<file path="config.mk">
export PLATFORM = sky130hd
export DESIGN_NAME = alu_src_stage
export DESIGN_NICKNAME = d
export VERILOG_FILES = /design/src/rtl/alu_src_stage.sv
export SDC_FILE = /design/constraint.sdc
export NUM_CORES = 1
export LEC_CHECK = 0
export ABC_AREA = 1
export BUFFER_PORTS_ARGS = -buffer_cell sky130_fd_sc_hd__buf_4
export CAP_MARGIN = 10
export CORE_AREA = 2 2 98 100
export DETAILED_ROUTE_END_ITERATION = 8
export DIE_AREA = 0 0 100 102
export PLACE_DENSITY_LB_ADDON = 0.08
export RECOVER_POWER = 50
export SETUP_SLACK_MARGIN = 0.1
export SYNTH_ARGS = -nofsm -noshare
export SYNTH_HDL_FRONTEND = slang
export SYNTH_SLANG_ARGS = --single-unit
</file>
<file path="constraint.sdc">
create_clock -name clk -period 1.8 [get_ports clk]
set_clock_uncertainty 0.2 [all_clocks]
set_input_delay 0.18 -clock clk [delete_from_list [all_inputs] [get_ports clk]]
set_output_delay 0.18 -clock clk [all_outputs]
set_load 0.005 [all_outputs]
</file>
<file path="src/rtl/alu_src_stage.sv">
// rtl/alu_src_stage.sv - ALU operand source select with a two-entry skid buffer
// Optional constant source: define ALU_SRC_STAGE_CONST_EN to make sel == NUM_SRC pick CONST_VAL.
module alu_src_stage #(
   parameter int               WIDTH     = 32,
   parameter int               NUM_SRC   = 4,
   parameter int               SEL_W     = 2,
   parameter logic [WIDTH-1:0] CONST_VAL = '0
) (
   input  logic                     clk,
   input  logic                     reset,
   input  logic                     flush,
   input  logic                     in_valid,
   output logic                     in_ready,
   input  logic [SEL_W-1:0]         sel,
   input  logic [NUM_SRC*WIDTH-1:0] src_data,
   output logic                     out_valid,
   input  logic                     out_ready,
   output logic [WIDTH-1:0]         out_data,
   output logic [SEL_W-1:0]         out_sel,
   output logic                     sel_err
);

`ifdef ALU_SRC_STAGE_CONST_EN
   localparam bit CONST_EN = 1'b1;
`else
   localparam bit CONST_EN = 1'b0;
`endif

   typedef enum logic [1:0] {
      EMPTY = 2'd0,
      ONE   = 2'd1,
      TWO   = 2'd2
   } state_t;

   state_t             state_q, state_d;
   logic [WIDTH-1:0]   main_data_q, main_data_d;
   logic [WIDTH-1:0]   skid_data_q, skid_data_d;
   logic [SEL_W-1:0]   main_sel_q, main_sel_d;
   logic [SEL_W-1:0]   skid_sel_q, skid_sel_d;
   logic               in_ready_q, in_ready_d;
   logic               out_valid_q, out_valid_d;
   logic               sel_err_q, sel_err_d;

   logic [WIDTH-1:0]   pick_data;
   logic               pick_bad;
   logic               in_xfer;
   logic               out_xfer;

   // in_ready and out_valid are registers so neither handshake output depends
   // combinationally on the other side of the stage.
   assign in_xfer  = in_valid && in_ready_q;
   assign out_xfer = out_valid_q && out_ready;

   // Resolve the offered selector into an operand; unknown sources read as zero
   always_comb begin
      pick_data = '0;
      pick_bad  = 1'b1;
      for (int i = 0; i < NUM_SRC; i++) begin
         if (int'(sel) == i) begin
            pick_data = src_data[i*WIDTH +: WIDTH];
            pick_bad  = 1'b0;
         end
      end
      if (CONST_EN && (int'(sel) == NUM_SRC)) begin
         pick_data = CONST_VAL;
         pick_bad  = 1'b0;
      end
   end

   // Occupancy FSM: main register feeds the outputs, skid absorbs one stalled operand
   always_comb begin
      state_d     = state_q;
      main_data_d = main_data_q;
      main_sel_d  = main_sel_q;
      skid_data_d = skid_data_q;
      skid_sel_d  = skid_sel_q;
      sel_err_d   = sel_err_q | (in_xfer & pick_bad);
      case (state_q)
         EMPTY: begin
            if (in_xfer) begin
               state_d     = ONE;
               main_data_d = pick_data;
               main_sel_d  = sel;
            end
         end
         ONE: begin
            if (in_xfer && out_xfer) begin
               main_data_d = pick_data;
               main_sel_d  = sel;
            end else if (in_xfer) begin
               state_d     = TWO;
               skid_data_d = pick_data;
               skid_sel_d  = sel;
            end else if (out_xfer) begin
               state_d = EMPTY;
            end
         end
         TWO: begin
            if (out_xfer) begin
               state_d     = ONE;
               main_data_d = skid_data_q;
               main_sel_d  = skid_sel_q;
            end
         end
         default: state_d = EMPTY;
      endcase
      if (flush) begin
         state_d = EMPTY;
      end
      in_ready_d  = (state_d != TWO);
      out_valid_d = (state_d != EMPTY);
   end

   // State and data registers; reset wins over flush and any transfer
   always_ff @(posedge clk) begin
      if (reset) begin
         state_q     <= EMPTY;
         main_data_q <= '0;
         main_sel_q  <= '0;
         skid_data_q <= '0;
         skid_sel_q  <= '0;
         in_ready_q  <= 1'b1;
         out_valid_q <= 1'b0;
         sel_err_q   <= 1'b0;
      end else begin
         state_q     <= state_d;
         main_data_q <= main_data_d;
         main_sel_q  <= main_sel_d;
         skid_data_q <= skid_data_d;
         skid_sel_q  <= skid_sel_d;
         in_ready_q  <= in_ready_d;
         out_valid_q <= out_valid_d;
         sel_err_q   <= sel_err_d;
      end
   end

   assign in_ready  = in_ready_q;
   assign out_valid = out_valid_q;
   assign out_data  = main_data_q;
   assign out_sel   = main_sel_q;
   assign sel_err   = sel_err_q;

endmodule

</file>
==> results of run 1 <==
## sequential cells by signal, indices dropped and copies added, names as in the netlist
| register | cells |
|---|---|
| out_sel | 2 |
| skid_sel_q | 2 |
| skid_data_q | 32 |
| out_valid | 1 |
| state_q | 2 |
| in_ready | 1 |
| sel_err | 1 |
| out_data | 32 |
## critical path, stage by stage (launching register included)
cell and delay [ns]:
dfxtp_1 0.33, nand2_1 0.08, inv_1 0.08, nand2_1 0.09
nand2_1 0.16, nand2_4 0.09, buf_12 0.18, nor2_1 0.12
nand2_1 0.07, nand2_1 0.07, inv_1 0.03
## layer usage
layer	track usage (%)	vias up	wire length (µm)
met5	0	-	0
met4	10.0	0	240
met3	4.24	18	841
met2	48.2	190	6950
met1	33.2	2351	5960
li1	-	2615	-
## area by class of cell
type	instances	area, µm²
multi-input cells	484	2360
well taps	111	139
clock inverters	7	71.3
inverters	110	413
clock buffers	9	124
repair buffers	224	1840
flip-flops and latches	73	1460
fillers	805	2700
## kinds of logic after synthesis
group	count (synthesis)	share of synthesized area, %
and+or+nand+nor	344	34.3
buffers and inverters	157	14.9
AOI/OAI and AO/OA	140	18.3
DFF	73	32.5
## metrics by stage
step                setup slack, ns  hold slack, ns
CTS                           0.158         0.00220
global placement             0.0621           0.211
global route                 0.0441          0.0419
floorplan                     0.312           0.220
finish                        0.172          0.0139
detailed placement         -0.00409           0.220
## layout by cell type, fill, tap and decap left out, types with 4 or more instances in the layout
master,synthesis,final
buf_4,2,145
nand2_1,108,108
inv_1,108,106
nand3_1,96,96
nor2_1,93,94
dfxtp_1,73,72
o21ai_0,69,71
a21oi_1,36,36
clkbuf_4,0,34
dlygate4sd3_1,0,33
a21oi_2,32,32
or2_1,23,23
or2_2,9,9
clkbuf_8,0,9
nor2_2,7,6
buf_12,0,6
clkbuf_1,17,5
nand2_2,5,4
inv_2,2,4
## worst paths after layout
check / slack (ns) / to / start
hold / removal: 0.01 / skid_data_q[8] / src_data[8]
setup / recovery: 0.17 / out_data[29] / in_ready
setup reg to reg: 0.17 / out_data[29] / in_ready
hold reg to reg: 0.23 / sel_err / sel_err
## power by group
group          switching (mW)  total [mW]  internal [mW]
Clock                   0.663        1.30          0.637
Combinational           0.509        1.04          0.527
Sequential             0.0550        1.77           1.72
Total                    1.23        4.11           2.88
## repair_timing
| action | 4_1_cts | 5_1_grt |
|---|---|---|
| resized for setup | 0 | 5 |
| buffers inserted | 0 | 2 |
| endpoints found under the setup margin | 0 | 38 |
| hold endpoints to repair | 36 | 0 |
| hold buffers | 34 | 0 |
==> metrics, run 1 <==
run status=finished, final reports clean; Slew Limit Fails=0; Tmin final=1.63 ns; endpoint class of the critical path=flop; Power Total=4.11 mW; Post-synth ARST share=0%; CTS tree=done; min-delay worst type=in -> reg; CORE AREA=0.00911 mm²; Die Span Y=102 µm; via count of the first global-routing pass=4930; first-pass GRT wire length=22200 µm; worst skew pair latency=0.35 ns; clk buf depth=2; Worst-Margin Slew=0.558 ns; die footprint=0.0102 mm²; f_max=0.614 GHz; Layout area overhead=42.8%; fin util=70.4%; peak supply drop=0.410 mV; CTS buffer count=9; port buffer count=171; number of flops mapped to enable cells by yosys=0; Clock Tree Root=clkbuf_8; hpwl dp=9410 µm; layout cell share with drive strength beyond 1=28.8%; Cells after Synth=714; Top FF cell, synth=dfxtp_1; total track usage=27.1%; Setup TNS Final=0 ns; DRT Pass-1 Iters=5; number of distinct library cells after synthesis=22; Setup violations, final=0; Row Count=35; post-synthesis sequential area ratio=32.5%; Antenna diodes=0; largest net degree at the start of global routing=37; Avg Inst Size Synth=6.29 µm²; Synth area leader=dfxtp_1; worst-path fanout max=34; Layout Cells excl Fill=1018; synth cell count leaders=inv_1 (108), nand2_1 (108), nand3_1 (96), nor2_1 (93), dfxtp_1 (73); Design Area, Final=0.00641 mm²; Post-Syn Area=0.00449 mm²; initial antenna violation count=0; DR vias=5174; syn nets=849; hold path cells=5; Via density=5.08; GR Overflow Total=0; synth top area cells=dfxtp_1 (33%), nand3_1 (11%), inv_1 (9.0%), nand2_1 (9.0%), nor2_1 (7.8%); Cells after DPL=966; RSZ-0062 raised after global routing=true; Yosys Warn Count=0; clk sinks=73; DRC=0; cell leakage power=3.07 nW; CP Launch Type=flop; post-route clock period utilization=90.4%; final hold violations=0; Yosys top cell area share=32.5%; reg2reg path depth=10; Clk pin slew, worst setup/hold paths=0.08 ns; Max-Cap Viols=0; Initial Util=49.3%; Rel. slew slack=62.6%; DP Area=0.00587 mm²; CP required=1.85 ns; Die Span X=100 µm; DR WL/cell=13.7 µm; # nets final=1037; initial drt markers=231; register bit count reported by yosys=73; IO Count=172; H-tree levels=3; final WL=14000 µm; Worst EP arrival=1.68 ns; power density over the cells=641 mW/mm²; CP Class=reg -> reg; antenna-violating nets left=0; RD Place Congestion=0.836
(Power assumes the default switching activity.)
==> run 2: changes to the inputs <==
Settings changed: CELL_PAD_IN_SITES_DETAIL_PLACEMENT set to 0, CELL_PAD_IN_SITES_GLOBAL_PLACEMENT set to 1, CORE_AREA 2 2 98 100 to 2 2 120 122, DIE_AREA 0 0 100 102 to 0 0 122 124, SLEW_MARGIN set to 30.
==> run 2 against run 1 <==
Against the previous run: worst setup slack improved by 0.013 ns; worst hold slack lost 0.0019 ns; cell count up 6.3%; total power increased by 15%; register-to-register slack about the same; highest routed layer unchanged; utilization down 23 points; sequential cell count stayed put; count of clock-buffer cells in the layout rose by 3; sequential power is essentially flat; via count shrank 3.6%.
==> metrics, run 2 (same netlist as run 1, synthesis figures left out) <==
layout cell share with drive strength beyond 1=28.3%; clk sinks=73; H-tree levels=3; CORE AREA=0.0137 mm²; initial antenna violation count=0; DR WL/cell=13.7 µm; crit-path max cell delay=0.30 ns; power density over the cells=723 mW/mm²; slowest CP cell=dfxtp_1; Final Worst Setup Slack=0.185 ns; worst skew pair latency=0.34 ns; Max-Cap Viols=0; first-pass GRT wire length=22700 µm; Die Span X=122 µm; Worst EP arrival=1.66 ns; antenna-violating nets left=0; RD Place Congestion=0.763; largest net degree at the start of global routing=39; Clock Tree Root=clkbuf_16; CTS tree=done; commonest non-fill, non-tap cells in the layout=buf_4 (150), nand2_1 (109), inv_1 (107); cells along the critical path=inv_1 > nor2_4 > nand2_2 > nand2_2 > nand2_4 > buf_12 > nor2_1 > nand2_1 > nand2_1 > inv_1; final hold violations=0; CTS buffer count=9; GR Overflow Total=0; Reg area=0.00146 mm²; Rel. slew slack=62.3%; most common cell after layout, fill and taps aside=buf_4; final WL=14800 µm; DR vias=4988; IO Count=172; Setup violations, final=0; endpoint class of the critical path=flop; Via density=4.61; initial drt markers=274; min-delay worst type=in -> reg; DRT Pass-1 Iters=5; port buffer count=171; DRC=0; Die Span Y=124 µm; clk buf depth=2; hpwl dp=10300 µm; RSZ-0062 raised after global routing=true; CP Launch Type=flop; Layout area overhead=45.4%; fillcell total=1447; pre-CTS setup slack=-0.00660 ns; total track usage=19.4%; Row Count=43; die footprint=0.0151 mm²; Tmin final=1.62 ns; Slew Limit Fails=0; post-route clock period utilization=89.7%; Clk pin slew, worst setup/hold paths=0.06 ns; Multi-input gate area=0.00237 mm²; f_max=0.619 GHz; Worst-Margin Slew=0.565 ns; peak supply drop=0.458 mV; Initial Util=32.7%; cell leakage power=3.09 nW; # nets final=1033; worst-path fanout max=38; Setup TNS Final=0 ns; CP required=1.84 ns; Antenna diodes=0; via count of the first global-routing pass=4597; run status=finished, final reports clean; CP Class=reg -> reg
## run 2: report_power, final
group	internal (mW)	total (mW)	switching [mW]	leakage [nW]
Clock	1.24	1.93	0.683	0.153
Combinational	0.514	1.03	0.512	2.34
Sequential	1.72	1.77	0.0510	0.599
Total	3.48	4.72	1.25	3.09
## run 2: metal layers
layer / track usage, % / up-vias / share of wire (%)
met5: 0 / - / 0
met4: 6.82 / 0 / 1.5
met3: 4.53 / 13 / 6.4
met2: 32.9 / 134 / 47
met1: 24.1 / 2229 / 45
li1: - / 2612 / -
## run 2: what timing repair did
item	CTS	global route
endpoints found under the hold margin	28	0
buffers inserted	0	1
endpoints found under the setup margin	3	19
resized for setup	1	3
hold buffers	28	0
## run 2: layout make-up
type                            instances  share of cell area, %
Timing Repair Buffer                  220                   26.7
Multi-Input combinational cell        484                   36.3
Clock buffer                           12                   3.77
Tap cell                              180                   3.45
Inverter                              110                   6.36
Sequential cell                        73                   22.4
Clock inverter                          3                  0.996
## run 2: final timing paths
check        slack, ns  cells past startpoint           from         endpoint
max               0.18                     10     state_q[1]     out_data[30]
min               0.01                      4  src_data[125]  skid_data_q[29]
max reg2reg       0.18                     10     state_q[1]     out_data[30]
min reg2reg       0.23                      2        sel_err          sel_err
## run 2: per-stage QoR
step / power, mW / area (µm²) / cells / util [%] / hold slack (ns)
floorplan: 2.33 / 4490 / 714 / - / 0.220
global placement: 2.79 / 5960 / 1038 / 43.4 / 0.217
detailed placement: 2.81 / 5960 / 1038 / 43.4 / 0.223
CTS: 4.81 / 6550 / 1081 / 47.7 / 0.00154
global route: 4.98 / 6530 / 1082 / 47.6 / 0.0163
finish: 4.72 / 6530 / 1082 / 47.6 / 0.0120
## run 2: critical path: cells and delay by family, from the launching register on
kind / cells / cell delay (ns)
DFF: 1 / 0.30
and+or+nand+nor: 7 / 0.69
buffers and inverters: 3 / 0.30
==> run 3: changes to the inputs <==
Settings changed: REMOVE_ABC_BUFFERS set to 1.
==> run 3 against run 2 <==
Against the previous run: worst setup slack got worse by 0.019 ns; utilization decreased by 0.10 points; sequential power about the same; largest cell class unchanged; worst hold slack got worse by 0.00052 ns; sequential share of layout area about the same; non-clock buffer count increased by 4; sequential cell count unchanged; via count about the same.
==> metrics, run 3 (same netlist as run 1, synthesis figures left out) <==
DRC=0; worst-path fanout max=19; DR WL/cell=13.3 µm; Cells after DPL=1043; Design Area, Final=0.00652 mm²; CP required=1.83 ns; Sw Ratio=27.9%; f_max=0.612 GHz; min-delay worst type=in -> reg; clk buf depth=2; final hold violations=0; final WL=14500 µm; CTS tree=done; Antenna diodes=0; Layout Cells excl Fill=1087; port buffer count=171; H-tree levels=3; CP Class=reg -> reg; Clk pwr share=37.8%; hpwl dp=10100 µm; endpoint class of the critical path=flop; Sequential Power Share=39.4%; CTS buffer count=9; clk sinks=73; Initial Util=32.7%; Worst-Margin Slew=1.25 ns; run status=finished, final reports clean; IO Count=172; Final Worst Setup Slack=0.166 ns; DRT Pass-1 Iters=6; most common cell after layout, fill and taps aside=buf_4; commonest non-fill, non-tap cells in the layout=buf_4 (154), inv_1 (109), nand2_1 (107); Via density=4.59; Max-Cap Viols=0; Clock Tree Root=clkbuf_16; DR vias=4992; via count of the first global-routing pass=4743; # nets final=1037; Layout area overhead=45.1%; Worst EP arrival=1.66 ns; pre-CTS setup slack=0.184 ns; post-route clock period utilization=90.8%; worst skew pair latency=0.34 ns; Power Total=4.49 mW; GR Overflow Total=0; CP Launch Type=flop; die footprint=0.0151 mm²; CORE AREA=0.0137 mm²; antenna-violating nets left=0; total track usage=19.4%; cell leakage power=3.10 nW; Setup violations, final=0; Int Pwr=3.24 mW; power density over the cells=690 mW/mm²; fillcell total=1460; Rel. slew slack=16.7%; Row Count=43; initial antenna violation count=0; Die Span X=122 µm; DP Area=0.00601 mm²; RSZ-0062 raised after global routing=true; P_sw=1.26 mW; Clk pin slew, worst setup/hold paths=0.06 ns; first-pass GRT wire length=22900 µm; layout cell share with drive strength beyond 1=28.7%; RD Place Congestion=0.815; Die Span Y=124 µm; largest net degree at the start of global routing=35; peak supply drop=0.377 mV; initial drt markers=151; Slew Limit Fails=0; Setup TNS Final=0 ns; Comb power frac=22.9%; Tmin final=1.63 ns
[run 3: final timing paths]
kind | from | endpoint | slack (ns) | cells after the start
worst max-delay path | state_q[0] | skid_data_q[30] | 0.17 | 6
worst max register to register | state_q[0] | skid_data_q[30] | 0.17 | 6
worst min-delay path | src_data[96] | skid_data_q[0] | 0.01 | 4
worst min register to register | sel_err | sel_err | 0.22 | 2
[run 3: what timing repair did]
action	in CTS	in global routing
hold buffers	25	0
buffers inserted	0	3
hold endpoints to repair	25	0
setup endpoints to repair	0	17
resized for setup	0	3
[run 3: area by class of cell]
cell class | instances | area [µm²] | area share [%]
Tap cell | 180 | 225 | 3.46
Inverter | 110 | 415 | 6.37
Clock inverter | 3 | 15.0 | 0.230
Timing Repair Buffer | 224 | 1760 | 27.1
Sequential cell | 73 | 1460 | 22.4
Multi-Input combinational cell | 484 | 2370 | 36.4
Clock buffer | 13 | 260 | 3.99
[run 3: worst max-delay path, cell delays in order (launching register included)]
cell and delay [ns]:
dfxtp_1 0.42, nand2_2 0.14, nor2_4 0.16, inv_1 0.06
buf_2 0.25, a21oi_1 0.22, nor2_1 0.05
[run 3: through the flow]
stage                     hold slack, ns  utilization, %
after floorplan                   0.0513               -
after global placement             0.212            43.8
after detailed placement           0.214            43.8
after CTS                       0.000710            47.6
after global routing              0.0106            47.5
final                             0.0115            47.5
[run 3: power by group through the flow]
stage	clock network [mW]	logic [mW]	registers (mW)
CTS	1.76	1.06	1.77
global route	1.81	1.16	1.78
global placement	0	1.00	1.80
detailed placement	0	1.01	1.81
finish	1.70	1.03	1.77
floorplan	0	0.448	1.80
[run 3: per-layer routing]
| metal | wire length, µm | share of wire (%) | up-vias | global-route usage (%) |
|---|---|---|---|---|
| met4 | 279 | 1.9 | 0 | 7.11 |
| met1 | 6570 | 45 | 2211 | 23.7 |
| li1 | - | - | 2614 | - |
| met3 | 984 | 6.8 | 22 | 5.27 |
| met2 | 6660 | 46 | 145 | 32.9 |
| met5 | 0 | 0 | - | 0 |
